### config.mk
export PLATFORM = sky130hd
export DESIGN_NAME = tag_allocator_6_flat
export DESIGN_NICKNAME = d
export VERILOG_FILES = /design/src/rtl/tag_allocator_6_if.sv /design/src/rtl/tag_allocator_6.sv /design/src/flat_wrapper.sv
export SDC_FILE = /design/constraint.sdc
export NUM_CORES = 1
export LEC_CHECK = 0
export BUFFER_PORTS_ARGS = -buffer_cell sky130_fd_sc_hd__buf_2
export CORE_MARGIN = 3
export CORE_UTILIZATION = 45
export DETAILED_ROUTE_END_ITERATION = 10
export PLACE_DENSITY = 0.66
export SYNTH_ARGS = -nofsm -noshare
export SYNTH_HDL_FRONTEND = slang
export SYNTH_SLANG_ARGS = --single-unit
### constraint.sdc
create_clock -name clk -period 3.6 [get_ports clk]
set_clock_uncertainty 0.05 [all_clocks]
set_input_delay 0.18 -clock clk [delete_from_list [all_inputs] [get_ports clk]]
set_output_delay 0.18 -clock clk [all_outputs]
set_load 0.005 [all_outputs]
### src/rtl/tag_allocator_6_if.sv
// Request/release/query bundle between tag consumers and the tag allocator.
// The allocator side uses the slave modport; consumers use master.
interface tag_allocator_6_if;
    localparam int unsigned TAG_W = 6;

    logic             alloc_req;
    logic             alloc_gnt;
    logic [TAG_W-1:0] alloc_tag;
    logic             free_valid;
    logic [TAG_W-1:0] free_tag;
    logic             free_err;
    logic             flush;
    logic [TAG_W-1:0] query_tag;
    logic             query_live;
    logic [TAG_W:0]   count;
    logic             full;
    logic             empty;

    modport master (
        output alloc_req, free_valid, free_tag, flush, query_tag,
        input  alloc_gnt, alloc_tag, free_err, query_live, count, full, empty
    );

    modport slave (
        input  alloc_req, free_valid, free_tag, flush, query_tag,
        output alloc_gnt, alloc_tag, free_err, query_live, count, full, empty
    );
endinterface

### src/rtl/tag_allocator_6.sv
// Issues unique 6-bit tags from a live bitmap, reclaims them on release and
// answers a registered "is tag live" query using per-index equality compares.
module tag_allocator_6 #(
    parameter int unsigned NUM_TAGS = 16
) (
    input  logic             clk,
    input  logic             rst,
    tag_allocator_6_if.slave bus
);
    localparam int unsigned TAG_W = 6;
    localparam int unsigned CNT_W = TAG_W + 1;

    logic [NUM_TAGS-1:0] live_q,  live_d;
    logic [CNT_W-1:0]    count_q, count_d;
    logic                full_q,  full_d;
    logic                empty_q, empty_d;
    logic                gnt_q,   gnt_d;
    logic [TAG_W-1:0]    tag_q,   tag_d;
    logic                err_q,   err_d;
    logic                qlive_q, qlive_d;

    logic                any_free;
    logic [TAG_W-1:0]    pick;
    logic                free_hit;
    logic                query_hit;
    logic                do_grant;
    logic                do_release;

    // Descending scan so the lowest free index is the last one written.
    always_comb begin
        any_free = 1'b0;
        pick     = '0;
        for (int unsigned i = NUM_TAGS; i > 0; i--) begin
            if (!live_q[i-1]) begin
                any_free = 1'b1;
                pick     = TAG_W'(i - 1);
            end
        end
    end

    // Out-of-range tags match no index, so they never hit.
    always_comb begin
        free_hit  = 1'b0;
        query_hit = 1'b0;
        for (int unsigned i = 0; i < NUM_TAGS; i++) begin
            free_hit  = free_hit  | (live_q[i] & (&(bus.free_tag  ~^ TAG_W'(i))));
            query_hit = query_hit | (live_q[i] & (&(bus.query_tag ~^ TAG_W'(i))));
        end
    end

    always_comb begin
        do_grant   = bus.alloc_req  & any_free & ~bus.flush;
        do_release = bus.free_valid & free_hit & ~bus.flush;

        live_d = live_q;
        for (int unsigned i = 0; i < NUM_TAGS; i++) begin
            if (do_release && (bus.free_tag == TAG_W'(i))) begin
                live_d[i] = 1'b0;
            end
            if (do_grant && (pick == TAG_W'(i))) begin
                live_d[i] = 1'b1;
            end
        end
        if (bus.flush) begin
            live_d = '0;
        end

        if (bus.flush) begin
            count_d = '0;
        end else begin
            count_d = count_q + CNT_W'(do_grant) - CNT_W'(do_release);
        end
        full_d  = (count_d == CNT_W'(NUM_TAGS));
        empty_d = (count_d == '0);

        gnt_d   = do_grant;
        tag_d   = do_grant ? pick : tag_q;
        err_d   = bus.free_valid & ~free_hit & ~bus.flush;
        qlive_d = query_hit;
    end

    always_ff @(posedge clk or posedge rst) begin
        if (rst) begin
            live_q  <= '0;
            count_q <= '0;
            full_q  <= 1'b0;
            empty_q <= 1'b1;
            gnt_q   <= 1'b0;
            tag_q   <= '0;
            err_q   <= 1'b0;
            qlive_q <= 1'b0;
        end else begin
            live_q  <= live_d;
            count_q <= count_d;
            full_q  <= full_d;
            empty_q <= empty_d;
            gnt_q   <= gnt_d;
            tag_q   <= tag_d;
            err_q   <= err_d;
            qlive_q <= qlive_d;
        end
    end

    assign bus.alloc_gnt  = gnt_q;
    assign bus.alloc_tag  = tag_q;
    assign bus.free_err   = err_q;
    assign bus.query_live = qlive_q;
    assign bus.count      = count_q;
    assign bus.full       = full_q;
    assign bus.empty      = empty_q;
endmodule

### src/flat_wrapper.sv
// flat-port wrapper written by rule: the top's interface ports become plain ports
module tag_allocator_6_flat 
#(
    parameter int unsigned NUM_TAGS = 16
)
  (clk, rst, bus_alloc_req, bus_free_valid, bus_free_tag, bus_flush, bus_query_tag, bus_alloc_gnt, bus_alloc_tag, bus_free_err, bus_query_live, bus_count, bus_full, bus_empty);
  tag_allocator_6_if bus_i ();
  input  logic clk;
  input  logic rst;
  input wire logic [$bits(bus_i.alloc_req)-1:0] bus_alloc_req;
  input wire logic [$bits(bus_i.free_valid)-1:0] bus_free_valid;
  input wire logic [$bits(bus_i.free_tag)-1:0] bus_free_tag;
  input wire logic [$bits(bus_i.flush)-1:0] bus_flush;
  input wire logic [$bits(bus_i.query_tag)-1:0] bus_query_tag;
  output wire logic [$bits(bus_i.alloc_gnt)-1:0] bus_alloc_gnt;
  output wire logic [$bits(bus_i.alloc_tag)-1:0] bus_alloc_tag;
  output wire logic [$bits(bus_i.free_err)-1:0] bus_free_err;
  output wire logic [$bits(bus_i.query_live)-1:0] bus_query_live;
  output wire logic [$bits(bus_i.count)-1:0] bus_count;
  output wire logic [$bits(bus_i.full)-1:0] bus_full;
  output wire logic [$bits(bus_i.empty)-1:0] bus_empty;
  assign bus_i.alloc_req = bus_alloc_req;
  assign bus_i.free_valid = bus_free_valid;
  assign bus_i.free_tag = bus_free_tag;
  assign bus_i.flush = bus_flush;
  assign bus_i.query_tag = bus_query_tag;
  assign bus_alloc_gnt = bus_i.alloc_gnt;
  assign bus_alloc_tag = bus_i.alloc_tag;
  assign bus_free_err = bus_i.free_err;
  assign bus_query_live = bus_i.query_live;
  assign bus_count = bus_i.count;
  assign bus_full = bus_i.full;
  assign bus_empty = bus_i.empty;
  tag_allocator_6 #(.NUM_TAGS(NUM_TAGS)) u_core (.clk(clk), .rst(rst), .bus(bus_i));
endmodule
==> impl_metrics.xml <==
<?xml version="1.0" encoding="UTF-8"?>
<metrics>
  <group name="status">
    <metric name="result_of_the_run" unit="">complete, no violations</metric>
  </group>
  <group name="timing">
    <metric name="clock.fmax" unit="MHz">296.5</metric>
    <metric name="worst_slew_margin_rel" unit="%">48.35</metric>
    <metric name="hold_viol" unit="">0</metric>
    <metric name="grt_setup_unrepaired" unit="">false</metric>
    <metric name="min_period_over_period" unit="%">93.69</metric>
    <metric name="worst_pin_slew" unit="ns">0.7682</metric>
    <metric name="timing.final.crit_period" unit="ns">3.373</metric>
    <metric name="drv_slew" unit="">0</metric>
    <metric name="fin_setup_tns" unit="ns">0</metric>
    <metric name="setup_viol_count_final" unit="">0</metric>
  </group>
  <group name="cells_and_area">
    <metric name="drive_gt1_share" unit="%">25.76</metric>
    <metric name="area.growth.synth_to_final" unit="%">17.29</metric>
    <metric name="layout.cells.most_common" unit="">buf_2</metric>
    <metric name="antenna_cells_inserted" unit="">0</metric>
    <metric name="layout_common_cells" unit="">buf_2 (32), dfrtp_1 (31), nand2_1 (17)</metric>
    <metric name="num-nets-final" unit="">287</metric>
  </group>
  <group name="pwr">
    <metric name="cellPowerDensity" unit="nW/um^2">425.9</metric>
    <metric name="cellLeakagePower" unit="nW">1.131</metric>
    <metric name="vdd_drop_max" unit="V">0.0003034</metric>
    <metric name="total_chip_power" unit="W">0.001092</metric>
  </group>
  <group name="detailed_routing">
    <metric name="drt-total-wl" unit="um">5568</metric>
    <metric name="met3WireLength" unit="um">535</metric>
    <metric name="routed-wl-met2" unit="um">2445</metric>
    <metric name="detail_route.wirelength.met1" unit="um">2522</metric>
    <metric name="final_antenna_net_count" unit="">0</metric>
    <metric name="maxUsedRoutingLayer" unit="">met4</metric>
    <metric name="dr.first_iter.drc_count" unit="">205</metric>
    <metric name="vias" unit="">1936</metric>
    <metric name="drt-pass1-iter-count" unit="">5</metric>
    <metric name="route.detailed.vias_per_inst" unit="">5.884</metric>
    <metric name="routedWlPerCell" unit="um">16.92</metric>
    <metric name="route.detailed.drc" unit="">0</metric>
  </group>
  <group name="floorplanning">
    <metric name="floorplan.initialDensity" unit="%">48.21</metric>
    <metric name="rows" unit="">24</metric>
    <metric name="io_pins" unit="">35</metric>
    <metric name="fp.dieArea" unit="um^2">5730</metric>
    <metric name="die_h" unit="um">75.70</metric>
    <metric name="die_width" unit="um">75.70</metric>
    <metric name="core_footprint" unit="um^2">4534</metric>
  </group>
  <group name="cts">
    <metric name="clockBufferDepth" unit="">2</metric>
    <metric name="cts_max_level" unit="">2</metric>
    <metric name="clock_insertion_delay_worst_skew" unit="ns">0.29</metric>
    <metric name="tritoncts_clock_tree" unit="">yes</metric>
    <metric name="clkSinkCount" unit="">32</metric>
    <metric name="cts.reportedPaths.clkPinSlew" unit="ns">0.07</metric>
    <metric name="cts_inserted_buffers" unit="">5</metric>
    <metric name="clk_root_buffer_cell" unit="">clkbuf_8</metric>
  </group>
  <group name="global_route">
    <metric name="grt_max_degree" unit="">33</metric>
    <metric name="antenna_found_initial" unit="">0</metric>
    <metric name="grt_usage" unit="%">21.01</metric>
    <metric name="grt_pass1_wl" unit="um">8832</metric>
    <metric name="overflow" unit="">0</metric>
    <metric name="vias_in_the_first_global_route" unit="">1766</metric>
  </group>
  <group name="synth">
    <metric name="synth-async-reset-ratio" unit="%">100.0</metric>
    <metric name="synth.yosys.warnings" unit="">0</metric>
    <metric name="synth_enable_flop_cells" unit="">0</metric>
    <metric name="synthesis.instances" unit="">220</metric>
    <metric name="synth-main-ff-cell" unit="">dfrtp_1</metric>
    <metric name="synth-seq-cells" unit="">32</metric>
    <metric name="synthesis.area" unit="um^2">2186</metric>
    <metric name="yosys.cell_types.count" unit="">55</metric>
    <metric name="seq_area_frac_synth" unit="%">36.69</metric>
    <metric name="syn_avg_cell_area" unit="um^2">9.936</metric>
  </group>
  <group name="placement">
    <metric name="placement.io_buffers" unit="">32</metric>
    <metric name="globalplace.congestion" unit="">0.9693</metric>
    <metric name="dp_hpwl" unit="um">4257</metric>
  </group>
  <group name="job">
    <metric name="timing.max_cap.violations" unit="">0</metric>
  </group>
  <group name="hold_path">
    <metric name="path_class_of_the_lowest_slack_min_delay_path" unit="">primary input to flip-flop</metric>
  </group>
  <group name="critical_path">
    <metric name="critical_path_required" unit="ns">3.76</metric>
    <metric name="critPathKind" unit="">flip-flop to flip-flop</metric>
    <metric name="worstSetupEndpointType" unit="">flip-flop</metric>
    <metric name="cp.arrival" unit="ns">3.54</metric>
    <metric name="cp_max_fanout" unit="">6</metric>
    <metric name="crit_path_start_kind" unit="">flip-flop</metric>
  </group>
</metrics>
## timing repair
item,CTS,global route
hold buffers,3,0
hold endpoints to repair,32,0
setup buffers,0,0
resized for setup,0,0
## per-stage QoR
stage | std cells | area [um^2] | setup slack (ns) | hold WS (ns) | utilization [%]
after global placement | 318 | 2446 | 0.3107 | 0.2441 | 53.95
after detailed placement | 318 | 2446 | 0.2563 | 0.2379 | 53.95
final | 329 | 2564 | 0.2270 | 0.1596 | 56.54
after CTS | 329 | 2564 | 0.2349 | 0.1589 | 56.54
after global routing | 329 | 2564 | 0.02421 | 0.1709 | 56.54
after floorplan | 221 | 2190 | 0.4702 | 0.1992 | -
## per-layer routing
| metal | global-route usage, % | vias up |
|---|---|---|
| met3 | 6.332 | 9 |
| li1 | - | 919 |
| met4 | 5.825 | 0 |
| met1 | 30.43 | 898 |
| met2 | 30.58 | 110 |
| met5 | 0 | - |
## path summary, 6_finish.rpt
check / start / end / slack (ns) / cells after the start
max: u_core.live_q[4] / u_core.bus.empty / 0.23 / 12
min reg2reg: u_core.bus.alloc_tag[3] / u_core.bus.alloc_tag[3] / 0.44 / 1
min: bus_alloc_req / u_core.live_q[0] / 0.16 / 3
max reg2reg: u_core.live_q[4] / u_core.bus.empty / 0.23 / 12
max in group asynchronous: rst / u_core.bus.empty / 2.72 / 4
min in group asynchronous: rst / u_core.live_q[0] / 0.46 / 4
## cell usage after synthesis, types with 2 or more instances
cell | number | area (um^2)
nand4_1 | 5 | 31.28
buf_4 | 2 | 15.01
xor2_1 | 2 | 17.52
o31ai_1 | 14 | 105.1
nor3_1 | 6 | 30.03
ha_1 | 6 | 75.07
a211oi_1 | 2 | 15.01
xnor2_1 | 2 | 17.52
nand3b_1 | 3 | 22.52
nand3_1 | 7 | 35.03
or3_4 | 3 | 33.78
mux2_2 | 3 | 33.78
a21o_1 | 2 | 15.01
mux2i_1 | 4 | 40.04
clkbuf_1 | 3 | 11.26
nor4b_1 | 2 | 17.52
nand2_1 | 17 | 63.81
or4_1 | 3 | 22.52
a21oi_1 | 6 | 30.03
nor2_1 | 16 | 60.06
a31oi_1 | 3 | 18.77
o211ai_1 | 12 | 90.09
mux4_2 | 4 | 90.09
buf_2 | 3 | 15.01
inv_1 | 11 | 41.29
o22a_1 | 2 | 17.52
nor3b_1 | 2 | 15.01
nand2b_1 | 4 | 25.02
dfrtp_1 | 31 | 775.7
nor2b_1 | 7 | 43.79
o21ai_0 | 7 | 35.03
mux4_1 | 3 | 78.83
## registers in the layout, indices dropped and copies added (netlist names)
signal,flops
u_core.live_q,16
u_core.bus.full,1
u_core.bus.alloc_gnt,1
u_core.bus.alloc_tag,4
u_core.bus.free_err,1
u_core.bus.empty,1
u_core.bus.query_live,1
u_core.bus.count,7
## worst max-delay path, cell delays in order (launching register included)
cell      delay, ns
dfrtp_1        0.45
mux2_4         0.30
a22oi_2        0.13
mux2i_1        0.12
o311ai_2       0.33
xnor2_1        0.11
ha_1           0.24
fa_1           0.44
a211oi_2       0.21
nor2_1         0.10
a41o_1         0.25
or3_4          0.39
nor3_1         0.19
## cell families (layout without fill, tap and decap cells)
logic type      count (synthesis)  after routing  synth area share [%]
buf+inv                        20             63                 4.293
other cells                     1              2                0.1716
compound gates                 59             59                 20.26
simple gates                   82             82                 20.84
xor+xnor                        4              4                 1.603
flops                          32             32                 36.69
fa+ha+maj                       7              7                 4.350
mux                            15             15                 11.79
## where the power goes
| part | switching [W] | total, W | internal [W] |
|---|---|---|---|
| sequential | 0.0000218 | 0.000424 | 0.000402 |
| clock | 0.000140 | 0.000274 | 0.000134 |
| combinational | 0.000209 | 0.000394 | 0.000185 |
## layout make-up
cell class | instances | area [um^2]
fill | 402 | 1971
multi-input combinational | 169 | 1294
sequential | 32 | 802.0
timing repair buffer | 44 | 257.7
tap | 65 | 81.33
clock buffer | 5 | 68.82
inverter | 11 | 41.29
clock inverter | 3 | 18.77
Note: power is estimated with default switching activity, not from simulation.
